File: config.mk
export PLATFORM = sky130hd
export DESIGN_NAME = seven_seg_mux_n
export DESIGN_NICKNAME = d
export VERILOG_FILES = /design/src/rtl/seven_seg_mux_n.sv
export SDC_FILE = /design/constraint.sdc
export NUM_CORES = 1
export LEC_CHECK = 0
export ABC_AREA = 1
export CORE_MARGIN = 10
export CORE_UTILIZATION = 49
export CTS_BUF_LIST = sky130_fd_sc_hd__clkbuf_2 sky130_fd_sc_hd__clkbuf_4 sky130_fd_sc_hd__clkbuf_8
export DETAILED_ROUTE_END_ITERATION = 10
export GPL_ROUTABILITY_DRIVEN = 0
export PLACE_DENSITY_LB_ADDON = 0.08
export SLEW_MARGIN = 5
export SYNTH_ARGS = -nofsm -noshare
export SYNTH_HDL_FRONTEND = slang
export SYNTH_SLANG_ARGS = --single-unit
File: constraint.sdc
create_clock -name clk -period 1.8 [get_ports clk]
set_input_delay 0.36 -clock clk [delete_from_list [all_inputs] [get_ports clk]]
set_output_delay 0.36 -clock clk [all_outputs]
set_load 0.02 [all_outputs]
File: src/rtl/seven_seg_mux_n.sv
// seven_seg_mux_n: round-robin N-digit seven-segment multiplexer with slot blanking and slot/frame strobes
module seven_seg_mux_n #(
  parameter int NUM_DIGITS   = 4,
  parameter int SEG_W        = 7,
  parameter int PERIOD       = 40000,
  parameter int CBITS        = 16,
  parameter int BLANK_CYCLES = 16,
  parameter bit ACTIVE_LOW   = 1'b0
) (
  input  logic                          clk,
  input  logic                          rst,
  input  logic [NUM_DIGITS*SEG_W-1:0]   segs_in,
  input  logic                          load,
  input  logic [NUM_DIGITS-1:0]         digit_en,
  output logic [SEG_W-1:0]              segment,
  output logic [NUM_DIGITS-1:0]         digit_sel,
  output logic [$clog2(NUM_DIGITS)-1:0] digit_idx,
  output logic                          sig,
  output logic                          frame_done
);
  localparam int IW = $clog2(NUM_DIGITS);
  localparam logic [SEG_W-1:0] SEG_OFF = {SEG_W{ACTIVE_LOW}};
  localparam logic [NUM_DIGITS-1:0] SEL_OFF = {NUM_DIGITS{ACTIVE_LOW}};
  logic [CBITS-1:0] r_cnt, w_cnt_nxt;
  logic [IW-1:0] r_idx, w_idx_nxt, w_nidx, w_lo, w_hi;
  logic w_has_hi, w_tick, w_blank;
  logic [NUM_DIGITS*SEG_W-1:0] r_shadow, w_sh_nxt;
  logic [SEG_W-1:0] w_dig [NUM_DIGITS];
  logic [SEG_W-1:0] r_seg;
  logic [NUM_DIGITS-1:0] r_sel;
  logic r_sig, r_frame;
  assign w_sh_nxt = load ? segs_in : r_shadow;
  genvar k;
  for (k = 0; k < NUM_DIGITS; k++) begin : g_dig
    assign w_dig[k] = w_sh_nxt[k*SEG_W +: SEG_W];
  end
  // Downward scan so the lowest enabled index wins; an empty mask holds idx
  always_comb begin
    w_lo = r_idx;
    w_hi = r_idx;
    w_has_hi = 1'b0;
    for (int i = NUM_DIGITS-1; i >= 0; i--) begin
      if (digit_en[i]) begin
        w_lo = IW'(i);
        if (IW'(i) > r_idx) begin
          w_hi = IW'(i);
          w_has_hi = 1'b1;
        end
      end
    end
    w_nidx = w_has_hi ? w_hi : w_lo;
  end
  assign w_tick    = r_cnt == CBITS'(PERIOD-1);
  assign w_cnt_nxt = w_tick ? '0 : r_cnt + 1'b1;
  assign w_idx_nxt = w_tick ? w_nidx : r_idx;
  assign w_blank   = int'(w_cnt_nxt) < BLANK_CYCLES || !digit_en[w_idx_nxt] || ~|digit_en;
  always_ff @(posedge clk) begin
    if (rst) begin
      r_cnt    <= '0;
      r_idx    <= '0;
      r_shadow <= '0;
      r_seg    <= SEG_OFF;
      r_sel    <= SEL_OFF;
      r_sig    <= 1'b0;
      r_frame  <= 1'b0;
    end else begin
      r_cnt    <= w_cnt_nxt;
      r_idx    <= w_idx_nxt;
      r_shadow <= w_sh_nxt;
      r_seg    <= w_blank ? SEG_OFF : w_dig[w_idx_nxt] ^ SEG_OFF;
      r_sel    <= w_blank ? SEL_OFF : (NUM_DIGITS'(1) << w_idx_nxt) ^ SEL_OFF;
      r_sig    <= w_tick;
      r_frame  <= w_tick && (w_nidx <= r_idx);
    end
  end
  assign segment    = r_seg;
  assign digit_sel  = r_sel;
  assign digit_idx  = r_idx;
  assign sig        = r_sig;
  assign frame_done = r_frame;
endmodule

==> Yosys cells after proc, flatten, opt, wreduce, memory -nomap -nowiden <==
Index checks and enable logic that the tools add are counted.
{ "classes": {"addsub": 1, "magnitude_cmp": 8, "n_eq_ne": 1, "shifts": 1, "n_mux": 29, "bitwise_logic": 1, "n_reduce_logical": 7} }
{ "op_table": {"columns": ["op", "n"], "rows": [
  ["$mux W2", 14],
  ["$mux W28", 1],
  ["$add A16 B1 Y16 const B", 1],
  ["$eq A16 B16 Y1 const B", 1],
  ["$lt A16 B5 Y1 const B", 1],
  ["$mux W16", 1],
  ["$bmux W7 S2", 1],
  ["$mux W7", 2],
  ["$mux W1", 9],
  ["$gt A1 B2 Y1 const A", 2],
  ["$gt A2 B2 Y1 const A", 2],
  ["$reduce_or A4 Y1", 1],
  ["$shl A1 B2 Y4 const A", 1],
  ["$ge A3 B3 Y1 const B", 1],
  ["$lt A2 B3 Y1 const B", 1],
  ["$not A2 Y3", 1],
  ["$bmux W1 S2", 1],
  ["$le A2 B2 Y1", 1],
  ["$logic_not A1 Y1", 2],
  ["$logic_or A1 B1 Y1", 2],
  ["$reduce_or A2 Y1", 1],
  ["$logic_and A1 B1 Y1", 1]
]} }
{ "totals": {"register_bits": 59, "inputBits": 35} }

==> Logic depth before layout (Yosys ltp) <==
Gate-level depths: netlist of run 1.
{ "logic_depth": {"ltp_word": 17, "ltp_mapped": 13} }

==> Least setup slack after synthesis of run 1 <==
OpenSTA, ideal clock, no wires.
{ "synth_path": {"path_kind": "reg2reg", "start": "reg r_cnt[0]", "end": "reg r_seg[0] (netlist: segment[0])", "t_arrival_ns": 1.628, "t_required_ns": 1.681, "setup_slack_ns": 0.053, "stages_incl_launch_ff": 13, "path_buffers": 0, "period_less_slack_ns": 1.747, "path_cell_list": "dfxtp_1 -> ha_1 -> nand2_2 -> nor2_1 -> inv_1 -> nor2_1 -> nand3_1 -> nand2_1 -> nand2_1 -> nor2_1 -> nand3_1 -> nand3_4 -> a21oi_1"} }
{ "synth_via": {"elab_chain_len": 8, "word_cells_on_any_way": 15} }
{ "synth_lines": {"columns": ["element", "line", "text"], "rows": [
  ["start: declaration", "24", "logic [CBITS-1:0] r_cnt, w_cnt_nxt;"],
  ["start signal: assignment", "67", "r_cnt <= w_cnt_nxt;"],
  ["parallel branches: the longest is 8 deep, another holds $add A16 B1 Y16", null, null],
  ["end signal: assignment", "70", "r_seg <= w_blank ? SEG_OFF : w_dig[w_idx_nxt] ^ SEG_OFF;"],
  ["end: declaration", "29", "logic [SEG_W-1:0] r_seg;"]
]} }
Parallel ways; which one is timed is not known. The select of a mux whose other input is x is not followed.
A chain may end at the register's enable or synchronous reset.

==> Worst setup path after layout of run 1 <==
{ "layout_path": {"start": "reg r_cnt[1]", "end": "reg r_seg[0] (netlist: segment[0])"} }
The elaborated chain is that of the path after synthesis.

==> impl.org, run 1 <==
** Worst setup path
- By instance count, the cell type seen most on the critical path is sky130_fd_sc_hd__nand2_4.
- STA classifies the critical path startpoint as a flop.
- Along the worst path, the maximum fanout reaches 8.
- Broken down by cell family, the worst path's largest delay share belongs to simple AND/OR/NAND/NOR gates.
- Arrival time worst endpoint :: around 2100 ps
- STA classifies the critical path endpoint as a flop.
- Cell breakdown of the critical path :: ha_4 > nand2_4 > nor2_8 > inv_2 > nor2_4 > nand2_4 > nand3_1 > nand2_1 > nor2_1 > nand3_2 > nand3_4 > a21oi_1
- The number of buffers and inverters on the critical path is 1.
- Required time of the critical path :: just over 2000 ps
- The worst register-to-register path has a setup slack of -40 ps.
- Slowest library cell on the worst path :: sky130_fd_sc_hd__dfxtp_2
- CP peak stage delay :: 350 ps
- Worst Setup Path Type :: flop to flop

** Global route
- The global routing stage identified its most utilized layer as met2.
- Largest net degree at the start of global routing :: 45
- Met3 global-route usage :: 4.36%
- Wire length of the first global-routing pass :: 12.4 mm
- Global routing usage on met2 :: a little over a quarter
- Antenna violations before repair :: 0
- Remaining Overflow, GRT :: 0
- For this run, global-route usage on met1 was measured as 21.3%.
- The number of global-route vias before repair is approximately 2600.
- Overall global routing resource usage :: 17.0%

** Final layout
- Layout cell share with drive strength beyond 1 :: 25.0%
- Measured on the finished design, the core utilization comes to 74.0%.
- Post-route cell area :: between 0.004 and 0.005 mm^2
- For this run, the post-layout net count is slightly above 500.
- Antenna diode count :: 0
- Compared with the post-synthesis result, the final layout area differs by 45.6%.

** Pwr
- Total power :: 0.00272 W
- Leakage power of the design :: between 1.5 and 2 nW
- Power spread over the standard cell area amounts to between 600 and 700 mW/mm^2.
- Maximum vdd drop :: 0.000475 V

** STA
- The final-report max-slew violation count is 0.
- For the pin with the worst max-slew slack, the measured transition is around 340 ps.
- Slack of the critical path :: -44.1 ps
- Subtracting the final worst setup slack from the clock period gives approximately 1800 ps.
- Setup repair after global routing could not meet its margin everywhere.
- For this run, the top clock speed supported by timing is 542 MHz.
- Final setup viols :: 10
- In the finished design, the share of the clock period the worst path needs comes to 102%.
- Tightest slew margin relative to the limit :: between 70% and 80%
- For the final database, setup skew stands at 6.22 ps.
- Endpoints failing hold :: 0

** Floorplan
- For this configuration, the core starts out at a cell density of between 50% and 60%.
- The die is 96.1 um tall.
- DIE WIDTH :: 96.1 um
- I/O pin count :: 50
- The die covers 0.00923 mm^2.
- Core Area :: approximately 0.0056 mm^2
- Rows :: 27

** Yosys
- Portion of the post-synthesis area used by sequential elements :: 41.7%
- The average instance in the mapped netlist occupies roughly 7.7 um^2.
- After synthesis, the largest area contributor takes up between 40% and 50% of total cell area.
- Post-synthesis sequential element count :: a little under 60
- In this run, distinct cell masters in the synthesized netlist total 29.
- Sorting the synthesized cells by area gives the leading types as sky130_fd_sc_hd__dfxtp_1 42%, sky130_fd_sc_hd__nor2_1 13%, sky130_fd_sc_hd__mux2i_1 9.9%, sky130_fd_sc_hd__nand2_1 8.1%, sky130_fd_sc_hd__nand3_1 3.5%.
- Cell taking the most area after synthesis :: sky130_fd_sc_hd__dfxtp_1
- Number of warnings reported in the yosys synthesis log :: 0
- Number of nets in the synthesized netlist :: between 400 and 500
- In the synthesized netlist, the number of instances is about 370.
- Synth Cell Area :: about 0.0028 mm^2

** Route
- Antenna-violating nets left :: 0
- In the final routed layout, each cell accounts on average for between 10 and 15 um.
- For this block, the routed nets add up to roughly 7.6 mm of wire.
- After detailed routing, the number of remaining DRC violations is 0.
- For this block, the via count after detailed routing is about 2700.
- Drt via density :: about 5.0
- Number of DRC markers in iteration 0 :: 172
- Number of iterations in the first detailed-routing pass :: 4

** Clock tree
- Number of buffers on the longest clock path :: 2
- After clock tree synthesis, the clock-pin slew on the worst setup and hold paths is roughly 70 ps.
- In this run the number of H-tree levels came out at 3.
- Clock Tree Root :: sky130_fd_sc_hd__clkbuf_8
- The clock net in this run drives a total of slightly below 60 sinks.
- For the worst-skew pair, the clock arrives at the later sink with an insertion delay of approximately 340 ps.
- TritonCTS built the clock tree.
- CTS Buf Count :: 9

** Run status
- Violations in the final reports :: setup timing
- Run status :: finished with violations

** Placement
- Number of input and output port buffers inserted :: 49
- Placement Cell Area :: 0.00372 mm^2
- Pre-CTS WS :: -277 ps
- The wire-length estimate of the detail-placed layout is between 5 and 6 mm.

** Min path
- The path class of the tightest hold or removal check is flop to flop.

** Run
- The tool flagged a number of max-cap violations equal to 0.
final timing paths:
| check | cells past startpoint | end | from |
|---|---|---|---|
| setup / recovery | 12 | segment[0] | r_cnt[1] |
| hold / removal | 2 | r_shadow[12] | r_shadow[12] |
| setup reg to reg | 12 | segment[0] | r_cnt[1] |
| hold reg to reg | 2 | r_shadow[12] | r_shadow[12] |
metrics by stage:
stage	cells	hold slack (ps)	TNS, ps
2_1_floorplan	369	430	0
4_1_cts	547	494	-8.37
5_1_grt	548	516	-1320
3_3_place_gp	524	478	-2500
6_report	548	493	-233
3_5_place_dp	524	481	-3240
registers in the layout, indices dropped and copies added (netlist names):
signal,cells
digit_idx,2
digit_sel,4
frame_done,1
r_cnt,16
r_shadow,28
segment,7
sig,1
synthesized netlist by cell type (all sizes together):
library cell  count
nor2            103
nand2            67
dfxtp            59
inv              28
mux2i            28
nand3            25
o21ai            16
a21oi            11
nand4             9
buf               6
clkbuf            5
xor2              4
ha                3
o21bai            2
nor3              1
nor3b             1
xnor2             1
layout make-up:
| cell class | count | area [um^2] |
|---|---|---|
| fill | 443 | 1450 |
| tap | 72 | 90.1 |
| multi-input combinational | 273 | 1620 |
| inverter | 28 | 110 |
| timing repair buffer | 101 | 950 |
| clock buffer | 10 | 138 |
| clock inverter | 5 | 30.0 |
| sequential | 59 | 1190 |
worst min-delay path, delay by kind of cell, from the launching register on:
| family | cells | cell delay (ps) |
|---|---|---|
| multiplexers | 1 | 80 |
| AND/OR/NAND/NOR | 1 | 80 |
| flip-flops | 1 | 300 |
placed cells by master (no fill, tap or decap), drive strengths merged:
cell / Yosys / final
mux2i: 28 / 28
nor3: 1 / 1
inv: 28 / 28
dfxtp: 59 / 59
xor2: 4 / 4
nand3: 25 / 25
buf: 6 / 52
o21ai: 16 / 16
nor3b: 1 / 1
nor2: 103 / 103
clkinv: 0 / 3
xnor2: 1 / 1
o21bai: 2 / 2
nand4: 9 / 9
clkdlybuf4s50: 0 / 45
clkbuf: 5 / 10
clkinvlp: 0 / 2
dlymetal6s2s: 0 / 2
ha: 3 / 3
dlygate4sd2: 0 / 2
nand2: 67 / 69
a21oi: 11 / 11
report_power, final:
part | switching (W) | internal, W
Sequential | 0.0000143 | 0.00135
Clock | 0.000522 | 0.000520
Combinational | 0.000145 | 0.000174
what timing repair did:
action                                  CTS  global route
gates cloned                              2             0
hold buffers                              0             0
endpoints found under the setup margin   12            12
pin swaps                                11             9
setup buffers                             6             1
gates resized for setup                  29            16
logic make-up after synthesis:
family / count (synthesis) / synth area share (%)
AOI/OAI and AO/OA: 29 / 5.83
xor gates and xnor gates: 5 / 1.55
adders and majority gates: 3 / 1.32
buffers and inverters: 39 / 6.27
DFF: 59 / 41.7
muxes: 28 / 9.89
and+or+nand+nor: 206 / 33.5
routing by layer:
layer,routed length (um),vias to the layer above,share of wire [%]
met3,454,16,6.0
met4,177,0,2.3
met5,0,-,0
met1,3470,1241,46
li1,-,1401,-
met2,3490,78,46
Power figures use the tool's default switching activity.
==> run 2, diff against run 1 <==
--- a/config.mk
+++ b/config.mk
@@ -7,7 +7,7 @@
 export LEC_CHECK = 0
 export ABC_AREA = 1
 export CORE_MARGIN = 10
-export CORE_UTILIZATION = 49
+export CORE_UTILIZATION = 52
 export CTS_BUF_LIST = sky130_fd_sc_hd__clkbuf_2 sky130_fd_sc_hd__clkbuf_4 sky130_fd_sc_hd__clkbuf_8
 export DETAILED_ROUTE_END_ITERATION = 10
 export GPL_ROUTABILITY_DRIVEN = 0
==> constraint.sdc (replaced) <==
create_clock -name clk -period 2.2 [get_ports clk]
set_input_delay 0.44 -clock clk [delete_from_list [all_inputs] [get_ports clk]]
set_output_delay 0.44 -clock clk [all_outputs]
set_load 0.02 [all_outputs]
==> run 2 against run 1 <==
Net effect: the run now ends clean; combinational power fell by 34%; clock power is 7% higher; clock skew up 5.6 ps; maximum frequency shrank 8.1%; setup slack better by 240 ps; power down 11%; hold slack worse by 34 ps; die area shrank 4.6%; cell count is 8.9% lower; final area is 12% lower; register-to-register slack improved by 240 ps; routed wire length shrank 13%.
==> impl.org, run 2 (same netlist as run 1, synthesis figures left out) <==
** Final layout
- The share of cells above drive strength 1 was 11.2% (-14 points).
- FILL cells :: 452 (+2.0%)
- Max FFs per register :: 28 (unchanged)
- Number of nets in the finished design :: 462 (-9.4%)
- The register with the most flip-flops in the final layout is r_shadow.
- The number of diodes added for antenna fixing came to 0 (unchanged).
- The final standard cell count with taps included and fillers excluded came to 499 (-8.9%).
- Top library cells by usage in the layout, fill and taps aside :: 97 x sky130_fd_sc_hd__nor2_1, 61 x sky130_fd_sc_hd__nand2_1, 59 x sky130_fd_sc_hd__dfxtp_1, 49 x sky130_fd_sc_hd__clkdlybuf4s50_1, 28 x sky130_fd_sc_hd__mux2i_1
- Leaving out fill and tap cells, the most frequent cell in the layout is sky130_fd_sc_hd__nor2_1.
- The area growth from synthesis to layout is 28.4%.

** Pwr
- Sw frac :: 23.8% (-1.2 points)
- The cell internal power dissipation came to 0.00186 W (-9.0%).
- Fraction of power consumed by sequential logic :: 45.7% (-4.3 points)
- The leakage power total came to 1.59 nW (-16%).
- The total chip power is 0.00244 W (-11%).
- Clock Power Share :: 45.6% (+7.3 points)
- PD cells :: 669 mW/mm^2 (+1.5%)
- The highest ir drop seen on vdd came to 0.000740 V (+56%).
- Net load switching power :: 0.000579 W (-15%)
- The combinational share of power was 8.7% (-3.0 points).

** Worst setup path
- Arrival time worst endpoint :: 2230 ps (+160 ps)
- Crit-path max FO :: 19 (+11)
- Cell occurring most often along the worst timing path :: sky130_fd_sc_hd__nand2_2
- The maximum single-stage delay on the critical path came to 370 ps (+20 ps).
- Worst setup SP type :: flop
- Cells on worst reg2reg path :: 12 (unchanged)
- Reg-to-Reg Start :: r_cnt[0]
- The worst endpoint required time is 2430 ps (+410 ps).
- Critical Path Sink Type :: flop
- End of the worst register-to-register path :: segment[1]
- Cell breakdown of the critical path :: ha_1 > nand2_2 > nor2_8 > inv_2 > nor2_2 > nand2_2 > nand2_4 > nand2_8 > inv_6 > nor2_1 > o21ai_0 > a21oi_1
- Worst Setup Path Type :: flop to flop
- In this design, the largest share of critical-path delay is due to simple AND/OR/NAND/NOR gates.
- Buf+Inv Stages, Crit Path :: 2 (+1)
- The reg-to-reg setup timing slack was 190 ps (+240 ps).
- Among all stages on the critical path, the largest delay is contributed by sky130_fd_sc_hd__dfxtp_1.

** Min path
- The worst hold path begins at r_cnt[0].
- The min-delay analysis places its worst path in the category flop to flop.
- The path with the worst hold slack has its endpoint at r_cnt[0].
- Depth of the worst hold-timing path :: 1 (-1)

** STA
- The setup clock skew after layout is 11.8 ps (+5.63 ps).
- Setup repair after global routing missed its margin :: no
- The final period utilization is 91.2% (-11 points).
- The post-route setup TNS was 0 ps (+233 ps).
- Minimum clock period :: 2010 ps (+162 ps)
- Pin slew with the least headroom to its limit :: 448 ps (+113 ps)
- Max-slew violation count :: 0 (unchanged)
- Peak clock frequency supported by timing :: 498 MHz (-8.1%)
- Tightest slew margin relative to the limit :: 70.1% (-6.9 points)
- The number of hold violations in the final report came to 0 (unchanged).
- The final setup violation count is 0 (-10).
- The worst hold margin was 459 ps (-33.7 ps).

** Route
- Total number of vias :: 2517 (-8.0%)
- Wire per inst :: 13.3 um (-4.1%)
- The number of DRC markers after the initial detailed-route iteration was 158 (-8.1%).
- The detailed-route DRC error count is 0 (unchanged).
- Drt via density :: 5.04 (+1.0%)
- Antenna-violating nets left :: 0 (unchanged)
- The total length of routed wires was 6.63 mm (-13%).
- The first-pass iteration count of the detailed router was 4 (unchanged).

** Floorplan
- The floorplan die area is 0.00880 mm^2 (-4.6%).
- I/O pin count :: 50 (unchanged)
- Rows :: 26 (-3.7%)
- Die Y :: 93.8 um (-2.3%)
- The initial standard-cell utilization of the core was 54.4% (+3.6 points).
- DIE WIDTH :: 93.8 um (-2.3%)
- The placeable core region is 0.00520 mm^2 (-6.6%).

** Clock tree
- The clock sink count is 59 (unchanged).
- Clk pin slew, worst setup/hold paths :: 70 ps (about the same)
- Clock Tree Root :: sky130_fd_sc_hd__clkbuf_8
- The count of H-tree levels built during CTS is 3 (unchanged).
- Post-cts sizing count :: 0 (-100%)
- Number of buffers on the longest clock path :: 2 (unchanged)
- Hold bufs inserted after CTS :: 0 (unchanged)
- Buffers inserted during post-CTS setup optimization :: 0 (-6)
- CTS Buf Count :: 9 (unchanged)
- TritonCTS built the clock tree.
- Clock insertion delay at the later pin of the skew report :: 340 ps (about the same)

** Global route
- The global-route usage over all layers was 15.1% (-1.9 points).
- The maximum number of pins on one net before global-route repair was 45 (unchanged).
- The number of global-route vias before repair was 2285 (-10%).
- Antenna violations before repair :: 0 (unchanged)
- The global-route congestion overflow total was 0 (unchanged).
- The global-route wire length before repair is 10.7 mm (-13%).

** Run
- The number of max-capacitance violations reported is 0 (unchanged).

** Placement
- Number of input and output port buffers inserted :: 49 (unchanged)
- The sum of net half-perimeters after detailed placement is 4.82 mm (-9.1%).
- Cell count after placement :: 483 (-7.8%)

** Run status
- The flow ran to the end, and the final reports show no timing, DRC or antenna violations.
## run 2: worst max-delay path by stage
stage	startpoint	endpoint	slack [ps]	cells past startpoint
finish	r_cnt[0]	segment[1]	190	12
CTS	r_cnt[0]	segment[4]	130	12
floorplan	r_cnt[0]	segment[0]	450	12
global placement	digit_en[3]	segment[4]	60	13
global route	r_cnt[0]	segment[2]	20	12
detailed placement	digit_en[3]	segment[4]	9	13
## run 2: final cells by class
cell class                 instances  area (um^2)  share of cell area (%)
clock inverter                     7          100                    2.75
tap                               70         87.6                    2.41
inverter                          28          110                    3.03
sequential                        59         1180                    32.5
multi-input combinational        271         1490                    40.9
clock buffer                       9          124                    3.40
timing repair buffer              55          548                    15.1
## run 2: worst reg2reg max path, cell delays in order, from the launching register on
cell	delay (ps)
sky130_fd_sc_hd__dfxtp_1	370
sky130_fd_sc_hd__ha_1	200
sky130_fd_sc_hd__nand2_2	110
sky130_fd_sc_hd__nor2_8	160
sky130_fd_sc_hd__inv_2	60
sky130_fd_sc_hd__nor2_2	90
sky130_fd_sc_hd__nand2_2	150
sky130_fd_sc_hd__nand2_4	140
sky130_fd_sc_hd__nand2_8	120
sky130_fd_sc_hd__inv_6	150
sky130_fd_sc_hd__nor2_1	60
sky130_fd_sc_hd__o21ai_0	200
sky130_fd_sc_hd__a21oi_1	90
## run 2: power groups by stage
stage                     registers (W)  logic (W)  clock network, W
final                           0.00111   0.000211           0.00111
after global routing            0.00112   0.000234           0.00117
after CTS                       0.00111   0.000212           0.00113
after detailed placement        0.00114   0.000209                 0
after global placement          0.00114   0.000207                 0
after floorplan                 0.00114   0.000118                 0
## run 2: per-layer routing
layer / wire (um) / part of all wire, % / track usage, % / up-vias
met5: 0 / 0 / 0 / -
met4: 101 / 1.5 / 7.09 / 0
met3: 454 / 6.8 / 4.64 / 17
met2: 2910 / 44 / 22.5 / 81
met1: 3160 / 48 / 19.4 / 1121
li1: - / - / - / 1298
## run 2: stage by stage
step | worst slack (ps) | cell area, um^2 | utilization, %
6_report | 194 | 3640 | 69.9
5_1_grt | 15.1 | 3640 | 69.9
4_1_cts | 134 | 3630 | 69.7
3_5_place_dp | 9.34 | 3400 | 65.4
3_3_place_gp | 61.8 | 3400 | 65.4
2_1_floorplan | 453 | 2830 | -
